$ cat src/rtl/sys_write_arbiter.sv
// sys_write_arbiter: round-robin sharing of the single system write port
// between NREQ requesters. One write is in flight at a time. Each requester
// sees a valid/ack handshake, and the target can hold off with sys_ready.
// A saturating counter records how many grants were made under contention.
module sys_write_arbiter #(
    parameter int NREQ = 2,
    parameter int AW   = 16,
    parameter int DW   = 16,
    parameter int IW   = $clog2(NREQ)
) (
    input  logic             sys_clk,
    input  logic             sys_rst_n,
    input  logic [NREQ-1:0]    req_valid,
    input  logic [NREQ*AW-1:0] req_addr,
    input  logic [NREQ*DW-1:0] req_data,
    output logic [NREQ-1:0]    req_ack,
    output logic               sys_wr,
    output logic [AW-1:0]      sys_waddr,
    output logic [DW-1:0]      sys_wdata,
    input  logic               sys_ready,
    output logic [IW-1:0]      grant_id,
    output logic [15:0]        contention_cnt
);

    localparam logic [0:0] IDLE  = 1'b0;
    localparam logic [0:0] ISSUE = 1'b1;

    logic [0:0]    state;
    logic          sel_found;
    logic [IW-1:0] sel_idx;
    logic [3:0]    req_pop;

    // Round-robin pick: first valid requester scanning upward from the one
    // after the last grant. The last grant itself is examined last.
    always_comb begin
        int            idx;
        logic [IW-1:0] idx_t;
        sel_found = 1'b0;
        sel_idx   = '0;
        idx       = 0;
        idx_t     = '0;
        for (int k = 1; k <= NREQ; k++) begin
            idx   = (int'(grant_id) + k) % NREQ;
            idx_t = IW'(idx);
            if (!sel_found && req_valid[idx_t]) begin
                sel_found = 1'b1;
                sel_idx   = idx_t;
            end
        end
    end

    // Count the pending requests so contention can be detected at grant time.
    always_comb begin
        req_pop = 4'd0;
        for (int i = 0; i < NREQ; i++) begin
            req_pop = req_pop + 4'(req_valid[i +: 1]);
        end
    end

    // State, latched write, grant index and contention counter. Address and
    // data are captured at grant so that requester changes during ISSUE are
    // ignored.
    always_ff @(posedge sys_clk or negedge sys_rst_n) begin
        if (!sys_rst_n) begin
            state          <= IDLE;
            sys_waddr      <= '0;
            sys_wdata      <= '0;
            grant_id       <= IW'(NREQ - 1);
            contention_cnt <= 16'd0;
        end else begin
            case (state)
                IDLE: begin
                    if (sel_found) begin
                        sys_waddr <= req_addr[sel_idx*AW +: AW];
                        sys_wdata <= req_data[sel_idx*DW +: DW];
                        grant_id  <= sel_idx;
                        state     <= ISSUE;
                        if (req_pop >= 4'd2 && contention_cnt != 16'hFFFF)
                            contention_cnt <= contention_cnt + 16'd1;
                    end
                end
                ISSUE: begin
                    if (sys_ready) state <= IDLE;
                end
                default: state <= IDLE;
            endcase
        end
    end

    // The write strobe comes straight from the state register, so it drops
    // as soon as reset asserts.
    assign sys_wr = (state == ISSUE);

    // The ack goes to the granted requester in the cycle the target accepts.
    always_comb begin
        req_ack = '0;
        if (state == ISSUE && sys_ready) req_ack[grant_id] = 1'b1;
    end

endmodule

$ cat config.mk
export PLATFORM = sky130hd
export DESIGN_NAME = sys_write_arbiter
export DESIGN_NICKNAME = d
export VERILOG_FILES = /design/src/rtl/sys_write_arbiter.sv
export SDC_FILE = /design/constraint.sdc
export NUM_CORES = 1
export LEC_CHECK = 0
export ABC_AREA = 0
export CAP_MARGIN = 20
export CORE_ASPECT_RATIO = 1.25
export CORE_MARGIN = 2
export CORE_UTILIZATION = 35
export DETAILED_ROUTE_END_ITERATION = 12
export HOLD_SLACK_MARGIN = 0.12
export PLACE_DENSITY = 0.72
export SYNTH_ARGS = -nofsm -noshare
export SYNTH_HDL_FRONTEND = slang
export SYNTH_SLANG_ARGS = --single-unit
$ cat constraint.sdc
create_clock -name sys_clk -period 2.4 [get_ports sys_clk]
set_clock_uncertainty 0.1 [all_clocks]
set_input_delay 0.48 -clock sys_clk [delete_from_list [all_inputs] [get_ports sys_clk]]
set_output_delay 0.48 -clock sys_clk [all_outputs]
set_load 0.02 [all_outputs]
==> flow_metrics.env, run 1 <==
export IMPL_status="finished, final reports clean"
export IMPL_synthArstFlopShare_pct=100
export IMPL_finalHoldViolCount=0
export IMPL_grt_usage_pct=15.9
export IMPL_dr_pass1_iters=4
export IMPL_clk_latency_ns=0.29
export IMPL_cp_slowest_cell="clkdlybuf4s50_1"
export IMPL_gr_total_overflow=0
export IMPL_ys_ff_latch=50
export IMPL_grt_pass1_vias=1938
export IMPL_yosys_most_used_dff="dfrtp_1"
export IMPL_viasPerCell=4.65
export IMPL_max_stage_delay_ns=0.61
export IMPL_syn_nets=283
export IMPL_nFillCells=566
export IMPL_max_freq_mhz=435
export IMPL_portBuffers=120
export IMPL_place_hpwl_mm=4.29
export IMPL_pwr_share_seq_pct=42.4
export IMPL_grt_antenna_before_repair=0
export IMPL_p_switching_uw=892
export IMPL_finalSetupViolations=0
export IMPL_antenna_left=0
export IMPL_syn_to_final_growth_pct=61.0
export IMPL_finalWirelength_mm=5.64
export IMPL_ir_worst_vdd_mv=0.662
export IMPL_intPower_mw=1.81
export IMPL_cp_common_cell="clkdlybuf4s50_1"
export IMPL_core_area_um2=6570
export IMPL_cts_tree="built"
export IMPL_finish_utilization_pct=58.2
export IMPL_p_sw_share_pct=33.0
export IMPL_ctsHtreeMaxLevel=2
export IMPL_die_y_um=96.1
export IMPL_yosysWarnings=0
export IMPL_final_min_clock_period_ns=2.30
export IMPL_wl_per_cell_um=13.3
export IMPL_final_max_slew_violation_count=0
export IMPL_clockBufferDepth=2
export IMPL_cts_root_buf="clkbuf_8"
export IMPL_worst_slew_pin_slew_ns=0.589
export IMPL_crit_path_end_kind="primary output"
export IMPL_syn_area_per_cell_um2=11.1
export IMPL_fin_nets=407
export IMPL_numCtsBuffers=5
export IMPL_p_leak_nw=1.65
export IMPL_arrival_ns=1.72
export IMPL_row_count=33
export IMPL_crit_fanout=2
export IMPL_initial_core_util_pct=36.2
export IMPL_cts_hold_buf=1
export IMPL_maxCapViolCount=0
export IMPL_power_density_nw_per_um2=707
export IMPL_cts_resized=0
export IMPL_yosysSeqAreaShare_pct=52.7
export IMPL_rsz0062_at_grt="false"
export IMPL_fin_setup_tns_ns=0
export IMPL_grt_pass1_wl_mm=9.38
export IMPL_required_ns=1.82
export IMPL_pwr_share_clk_pct=18.2
export IMPL_fin_crit_sh_pct=95.7
export IMPL_routabilityCongestion=0.770
export IMPL_relSlewSlack_pct=60.8
export IMPL_dieArea_um2=7460
export IMPL_pwr_share_comb_pct=39.4
export IMPL_synth_cell_types=30
export IMPL_synthesis_area_um2=2370
export IMPL_start_kind="input pin"
export IMPL_post_route_cells_drive_above_1_share_pct=7.40
export IMPL_grt_max_degree=65
export IMPL_critPathKind="input pin to primary output"
export IMPL_netlist_instances=213
export IMPL_cts_sinks=50
export IMPL_die_w_um=77.7
export IMPL_post_cts_buffers=0
export IMPL_path_clk_slew_ns=0.08
export IMPL_synth_edf_count=0
export IMPL_vias=1976
export IMPL_pin_count=121
export IMPL_worstHoldPathType="flop to flop"
export IMPL_antenna_cells=0
export IMPL_drc=0
export IMPL_cp_cell_sequence="clkdlybuf4s50_1 -> nand2_1 -> nor2_1 -> clkdlybuf4s50_1"
export IMPL_drtIter0Drc=59
==> kinds of logic (layout without fill, tap and decap cells) <==
family | Yosys count | in the layout | share of synthesized area (%)
AND/OR/NAND/NOR | 66 | 66 | 15.9
flip-flops | 50 | 50 | 52.7
AO/OA/AOI/OAI | 37 | 37 | 8.59
multiplexers | 35 | 35 | 15.2
XOR/XNOR | 13 | 13 | 4.79
buffers and inverters | 11 | 136 | 2.21
adder cells (fa/ha/maj) | 1 | 1 | 0.527
==> routing by layer <==
| metal | GRT usage [%] | wire [µm] | vias up |
|---|---|---|---|
| met4 | 4.17 | 46 | 0 |
| met3 | 4.50 | 392 | 4 |
| met1 | 20.5 | 2540 | 905 |
| met2 | 26.4 | 2650 | 76 |
| li1 | - | - | 991 |
| met5 | 0 | 0 | - |
==> state kept, by name (all words and copies together), names as in the netlist <==
name,cells
grant_id,1
sys_waddr,16
contention_cnt,16
sys_wr,1
sys_wdata,16
==> layout make-up <==
cell class / count / area [µm²] / area share [%]
multi-input combinational: 152 / 1080 / 28.3
timing repair buffer: 126 / 1280 / 33.5
tap: 87 / 109 / 2.85
inverter: 2 / 7.51 / 0.196
clock inverter: 1 / 5.00 / 0.131
clock buffer: 7 / 86.3 / 2.26
sequential: 50 / 1250 / 32.8
==> cell usage after synthesis, types with 3 or more instances <==
cell type | count | area share (%)
clkbuf_1 | 6 | 0.95
nand3_1 | 5 | 1.1
nand4_1 | 6 | 1.6
o21ai_0 | 27 | 5.7
mux2i_1 | 32 | 13
and4_1 | 3 | 1.1
dfrtp_1 | 49 | 52
and3_1 | 3 | 0.79
o21ai_1 | 6 | 1.3
xnor2_1 | 11 | 4.1
buf_4 | 3 | 0.95
nand2_1 | 39 | 6.2
==> power by group through the flow <==
stage               logic [mW]  registers [mW]  clock network [mW]
global route              1.14            1.17               0.563
detailed placement        1.08            1.16                   0
global placement          1.06            1.15                   0
floorplan                0.287            1.37                   0
finish                    1.06            1.15               0.491
CTS                       1.08            1.15               0.514
==> through the flow <==
step                      setup WS, ns  cells  power [mW]  area (µm²)  hold slack, ns
after floorplan                  0.563    213        1.65        2370          0.0844
after global placement           0.116    416        2.22        3720           0.361
after detailed placement         0.101    416        2.24        3720           0.370
after CTS                       0.0958    425        2.74        3820           0.390
after global routing            0.0135    425        2.88        3820           0.409
final                            0.102    425        2.70        3820           0.384
==> worst max-delay path: cells and delay by family <==
family                 cells  cell delay (ns)
buffers and inverters      2             1.08
AND/OR/NAND/NOR            2             0.16
==> worst paths after layout <==
kind	from	to	cells past startpoint	slack (ns)
max	sys_ready	req_ack[0]	4	0.10
min	sys_waddr[8]$_DFFE_PN0P_	sys_waddr[8]$_DFFE_PN0P_	2	0.38
max reg2reg	contention_cnt[0]$_DFFE_PN0P_	contention_cnt[1]$_DFFE_PN0P_	5	0.56
min reg2reg	sys_waddr[8]$_DFFE_PN0P_	sys_waddr[8]$_DFFE_PN0P_	2	0.38
max in group asynchronous	sys_rst_n	sys_waddr[4]$_DFFE_PN0P_	3	1.03
min in group asynchronous	sys_rst_n	sys_wdata[12]$_DFFE_PN0P_	2	0.61
==> cells in the final DEF, fill, tap and decap left out, types with 2 or more instances in the layout <==
cell type and n:
and3_1 3, and4_1 3, buf_12 3, buf_4 2
clkbuf_8 6, clkdlybuf4s50_1 119, dfrtp_1 49, inv_1 2
mux2_4 2, mux2i_1 32, nand2_1 39, nand2b_1 2
nand3_1 5, nand4_1 6, nor4_4 2, o21ai_0 27
o21ai_1 5, xnor2_1 11, xor2_1 2
Power figures use the tool's default switching activity.
==> inputs of run 2 (changes only) <==
- CAP_MARGIN: 20 -> unset
==> results of run 2 <==
The final DEF is identical to that of run 1; final timing and power are the same.
==> patch 1: new RTL, config.mk and constraints of run 2 <==
Make the reset (`sys_rst_n`) synchronous in one clocked block.
--- a/src/rtl/sys_write_arbiter.sv
+++ b/src/rtl/sys_write_arbiter.sv
@@ -60,7 +60,7 @@
     // State, latched write, grant index and contention counter. Address and
     // data are captured at grant so that requester changes during ISSUE are
     // ignored.
-    always_ff @(posedge sys_clk or negedge sys_rst_n) begin
+    always_ff @(posedge sys_clk) begin
         if (!sys_rst_n) begin
             state          <= IDLE;
             sys_waddr      <= '0;
Function: differs if sys_rst_n is asserted again (counterexample within 4 cycles, from zero or initial values and one cycle with sys_rst_n low); with sys_rst_n held inactive, the same outputs for 10 cycles.
==> patch 1 against run 2 <==
Worst setup slack better by 0.0069 ns. Critical path depth is 1 lower. Utilization is 0.28 points lower. Sequential share of layout area is 6.3 points lower. Critical endpoint is now req_ack[1]. Synthesized area is 1.7% lower. Sequential cell count stayed put. Critical path type unchanged. Wire length is 9.5% higher. Final area is 1.1% lower. Synthesized cell count is 19% higher.
Power is not compared: it rests on default switching activity, and its combinational part moved more than twofold at a synthesized area within 25%.
==> patch 1: results (changes against run 2) <==
===============================================================================
Outcome .......................................................... finished clean   unchanged
Layout cells sized above 1 .......................................       0.0691   was 0.0740
Synthesized netlist cell count ...................................          253   was 213
Ys async rst share ...............................................            0   was 1.00
Placed insts .....................................................          455   was 416
Total nets after synthesis .......................................          323   was 283
Setup slack, reg-to-reg ..........................................      0.57 ns
Transition at the pin with the smallest max-transition slack .....     0.581 ns   was 0.589 ns
Kind of path behind the tightest hold check ...................... flop to flop   unchanged
Drt first-iter violations ........................................           70   was 59
Crit path capture type ...........................................  output port   unchanged
Number of cells in the finished layout apart from fillers ........          463   was 425
Crit path capture ................................................   req_ack[1]   was req_ack[0]
Detail Placement HPWL ............................................      4770 um   was 4290 um
Post-synth top cells ............................................. sky130_fd_sc_hd__dfxtp_1, sky130_fd_sc_hd__nor2_1, sky130_fd_sc_hd__mux2i_1   was sky130_fd_sc_hd__dfrtp_1, sky130_fd_sc_hd__nand2_1, sky130_fd_sc_hd__mux2i_1
Number of cells traversed by the worst register-to-register path .            4   was 5
Distinct cell type count of the synthesized netlist ..............           38   was 30
Net count reported at finish .....................................          445   was 407
Global-route usage over all layers ...............................        0.171   was 0.159
Endpoint of the worst register-to-register path .................. contention_cnt[11]   was contention_cnt[1]
Detail-routed net length per standard cell .......................      13.3 um   about the same
Hold buffer count at cts .........................................            0   was 1
FF-to-FF Start ...................................................       sys_wr   was contention_cnt[0]
GPL Wtd Cong .....................................................        0.818   was 0.770
Synth area leaders ............................................... sky130_fd_sc_hd__dfxtp_1, sky130_fd_sc_hd__mux2i_1, sky130_fd_sc_hd__a211oi_1, sky130_fd_sc_hd__nor2_1, sky130_fd_sc_hd__a21oi_1   was sky130_fd_sc_hd__dfrtp_1, sky130_fd_sc_hd__mux2i_1, sky130_fd_sc_hd__nand2_1, sky130_fd_sc_hd__o21ai_0, sky130_fd_sc_hd__xnor2_1
Launch point of the critical path ................................    sys_ready   unchanged
Vias after detailed routing ......................................         2341   was 1976
Sequential-to-total area share from yosys stat ...................        0.429   was 0.527
Global-route wire length before repair ...........................     10200 um   was 9380 um
Via count of the first global-routing pass .......................         2197   was 1938
===============================================================================
## patch 1: cell types whose count changed in the layout (fill, tap and decap cells not counted), moves of 5 or more
| cell | delta |
|---|---|
| sky130_fd_sc_hd__buf_4 | +8 |
| sky130_fd_sc_hd__dfrtp_1 | -49 |
| sky130_fd_sc_hd__or4_1 | +5 |
| sky130_fd_sc_hd__a21oi_1 | +11 |
| sky130_fd_sc_hd__or3_1 | +5 |
| sky130_fd_sc_hd__o21ai_1 | -5 |
| sky130_fd_sc_hd__a211oi_1 | +32 |
| sky130_fd_sc_hd__dfxtp_1 | +50 |
| sky130_fd_sc_hd__xnor2_1 | -11 |
| sky130_fd_sc_hd__nand2_1 | -28 |
| sky130_fd_sc_hd__nor2_1 | +37 |
| sky130_fd_sc_hd__o31ai_1 | +5 |
| sky130_fd_sc_hd__o21ai_0 | -22 |
## patch 1: worst min path at each step
stage,startpoint,end,slack [ns],cells after the start
after floorplan,contention_cnt[12],contention_cnt[12],0.47,2
after global placement,sys_waddr[6],sys_waddr[6],0.39,2
after detailed placement,sys_waddr[14],sys_waddr[14],0.39,2
after CTS,sys_wdata[15],sys_wdata[15],0.40,2
after global routing,sys_waddr[7],sys_waddr[7],0.42,2
final,sys_wdata[15],sys_wdata[15],0.40,2
## patch 1: kinds of logic (layout without fill, tap and decap cells)
kind of cell    Yosys count  after routing  synth area share
buf+inv                  20            143            0.0365
flops                    50             50             0.429
simple gates             86             86             0.197
fa+ha+maj                 1              1           0.00536
compound gates           62             62             0.187
mux                      34             34             0.146
## patch 1: power breakdown
group / internal [mW] / switching, mW
Clock: 0.206 / 0.271
Combinational: 0.286 / 0.232
Sequential: 0.888 / 0.0320
## patch 1: metrics by stage
stage | instance area [um2] | setup WS [ns]
floorplan | 2330 | 0.383
global placement | 3690 | 0.107
detailed placement | 3690 | 0.0641
CTS | 3780 | 0.106
global route | 3780 | 0.0545
finish | 3780 | 0.109
## patch 1: critical path: stages
cell and delay, ns:
sky130_fd_sc_hd__clkdlybuf4s50_1 0.47, sky130_fd_sc_hd__and3_1 0.15, sky130_fd_sc_hd__clkdlybuf4s50_1 0.61
## patch 1: area by class of cell
| cell class | instances | area, um2 |
|---|---|---|
| Clock buffer | 6 | 72.6 |
| Clock inverter | 2 | 13.8 |
| Fill cell | 629 | 2740 |
| Inverter | 3 | 11.3 |
| Multi-Input combinational cell | 183 | 1260 |
| Sequential cell | 50 | 1000 |
| Tap cell | 87 | 109 |
| Timing Repair Buffer | 132 | 1320 |
## patch 1: routing by layer
layer / GRT usage / routed length (um)
met1: 0.196 / 2470
met2: 0.311 / 3190
met3: 0.0559 / 460
met4: 0.0402 / 57
met5: 0 / 0
==> patch 2: new RTL, config.mk and constraints of run 2 <==
Without the edit above. `NREQ`: 2 -> 8.
--- a/src/rtl/sys_write_arbiter.sv
+++ b/src/rtl/sys_write_arbiter.sv
@@ -3,7 +3,7 @@
 // sees a valid/ack handshake, and the target can hold off with sys_ready.
 // A saturating counter records how many grants were made under contention.
 module sys_write_arbiter #(
-    parameter int NREQ = 2,
+    parameter int NREQ = 8,
     parameter int AW   = 16,
     parameter int DW   = 16,
     parameter int IW   = $clog2(NREQ)
Ports: changed (5 resized); port bits go from 121 to 327. No check against the original RTL was run, so the function may have changed too.
==> patch 2 against run 2 <==
The run now ends with setup timing left. Clock power grew 49%. Register-to-register slack lost 1.8 ns. Final area rose to 2.8 times the old value. Wire length grew to 3.9 times the old value. Fmax shrank 37%. Non-clock buffer count up 302. Worst setup slack got worse by 1.3 ns. Total power grew to 8.0 times the old value. Sequential share of layout area shrank 20 points. Sequential cell count grew 2. Synthesized area rose by 140%. Critical path depth rose by 10.
==> patch 2: results (changes against run 2) <==
===============================================================================
Min-Delay Startpoint ............................................. sys_waddr[15]   was sys_waddr[8]
Outcome .......................................................... finished with violations   was finished clean
Distinct cell type count of the synthesized netlist ..............           47   was 30
Filler cell count in the final layout ............................         1235   was 566
Aggregate negative setup slack ...................................    -58.82 ns   was 0 ns
Via count of the first global-routing pass .......................         6489   was 1938
Static Leak ......................................................      4.76 nW   was 1.65 nW
End point of the most critical hold path ......................... sys_waddr[15]   was sys_waddr[8]
Slowest library cell on the worst path ........................... sky130_fd_sc_hd__dfstp_2   was sky130_fd_sc_hd__clkdlybuf4s50_1
Failing checks ................................................... setup timing
Relative contribution of combinational cells to total power ......        0.896   was 0.394
Net count reported at finish .....................................         1233   was 407
Number of cells traversed by the worst register-to-register path .           14   was 5
Placed insts .....................................................         1124   was 416
Detail-routed net length per standard cell .......................      19.0 um   was 13.3 um
Max-Slew Margin vs Limit .........................................        0.633   was 0.608
Vias per cell ....................................................         5.07   was 4.65
Vias after detailed routing ......................................         5908   was 1976
Number of input and output port buffers inserted .................          326   was 120
FF-to-FF Start ...................................................  grant_id[1]   was contention_cnt[0]
Synth area leaders ............................................... sky130_fd_sc_hd__mux2i_1, sky130_fd_sc_hd__dfrtp_1, sky130_fd_sc_hd__mux4_2, sky130_fd_sc_hd__nand2_1, sky130_fd_sc_hd__o21ai_1   was sky130_fd_sc_hd__dfrtp_1, sky130_fd_sc_hd__mux2i_1, sky130_fd_sc_hd__nand2_1, sky130_fd_sc_hd__o21ai_0, sky130_fd_sc_hd__xnor2_1
Global-route usage over all layers ...............................        0.244   was 0.159
IR drop worst, VDD ...............................................    0.00129 V   was 0.000662 V
Layout cells sized above 1 .......................................        0.214   was 0.0740
Final number of setup-violating endpoints ........................           52   was 0
Post-synth top cells ............................................. sky130_fd_sc_hd__mux2i_1, sky130_fd_sc_hd__nand2_1, sky130_fd_sc_hd__dfrtp_1   was sky130_fd_sc_hd__dfrtp_1, sky130_fd_sc_hd__nand2_1, sky130_fd_sc_hd__mux2i_1
Clock Tree Root .................................................. sky130_fd_sc_hd__clkbuf_16   was sky130_fd_sc_hd__clkbuf_8
Internal portion of total power ..................................      12.3 mW   was 1.81 mW
Maximum number of pins on one net before global-route repair .....           31   was 65
Detail Placement HPWL ............................................     17000 um   was 4290 um
Power consumed by sequential cells ...............................      1.51 mW   was 1.15 mW
Smallest setup slack after layout ................................     -1.24 ns   was 0.102 ns
Pre-CTS WS .......................................................     -1.93 ns   was 0.101 ns
Worst stage delay on the critical path ...........................      0.59 ns   was 0.61 ns
===============================================================================
[patch 2: cell count changes after synthesis, moves of 4 or more]
cell / run 2 / this run
sky130_fd_sc_hd__fa_1: 0 / 4
sky130_fd_sc_hd__buf_8: 0 / 10
sky130_fd_sc_hd__a21oi_1: 1 / 5
sky130_fd_sc_hd__ha_1: 1 / 10
sky130_fd_sc_hd__buf_2: 0 / 9
sky130_fd_sc_hd__mux2i_1: 32 / 229
sky130_fd_sc_hd__o21ai_0: 27 / 3
sky130_fd_sc_hd__nor2_1: 1 / 24
sky130_fd_sc_hd__xor2_1: 2 / 9
sky130_fd_sc_hd__o21ai_1: 6 / 34
sky130_fd_sc_hd__nand2_1: 39 / 53
sky130_fd_sc_hd__buf_6: 0 / 10
sky130_fd_sc_hd__mux4_2: 0 / 12
sky130_fd_sc_hd__inv_1: 2 / 20
[patch 2: final cells by class]
cell class	count	area, um2	share of cell area
clock buffers	6	139	0.0132
clock inverters	2	10.0	0.000949
inverters	21	91.3	0.00866
multi-input cells	444	4250	0.403
flip-flops and latches	52	1310	0.124
well taps	212	265	0.0251
repair buffers	428	4490	0.425
[patch 2: kinds of logic after synthesis]
family                     Yosys count  share of synthesized area
muxes                              249                      0.478
and+or+nand+nor                    105                     0.0823
buffers and inverters               60                     0.0787
AOI/OAI and AO/OA                   58                     0.0654
DFF                                 52                      0.231
xor gates and xnor gates            18                     0.0279
adders and majority gates           14                     0.0364
[patch 2: what timing repair did]
| action | 4_1_cts | 5_1_grt |
|---|---|---|
| hold buffers | 1 | 0 |
| setup buffers | 15 | 9 |
| resized for setup | 99 | 43 |
| endpoints found under the setup margin | 60 | 55 |
| pin swaps | 25 | 23 |
| endpoints found under the hold margin | 22 | 0 |
| gates cloned | 8 | 2 |
[patch 2: worst register-to-register path: stages (launching register included)]
cell                       delay, ns
sky130_fd_sc_hd__dfstp_2        0.59
sky130_fd_sc_hd__inv_6          0.06
sky130_fd_sc_hd__ha_4           0.29
sky130_fd_sc_hd__mux4_2         0.55
sky130_fd_sc_hd__mux2i_4        0.21
sky130_fd_sc_hd__nand4_1        0.24
sky130_fd_sc_hd__buf_4          0.22
sky130_fd_sc_hd__buf_6          0.11
sky130_fd_sc_hd__nor4_4         0.22
sky130_fd_sc_hd__buf_4          0.15
sky130_fd_sc_hd__or2_4          0.17
sky130_fd_sc_hd__a211oi_4       0.06
sky130_fd_sc_hd__buf_6          0.15
sky130_fd_sc_hd__buf_4          0.13
sky130_fd_sc_hd__mux2_4         0.29
[patch 2: routing by layer]
layer | vias up | global-route usage | wire, um
met5 | - | 0 | 0
met4 | 0 | 0.0867 | 789
met3 | 43 | 0.0349 | 1060
met2 | 260 | 0.483 | 12300
met1 | 2799 | 0.259 | 7970
li1 | 2806 | - | -
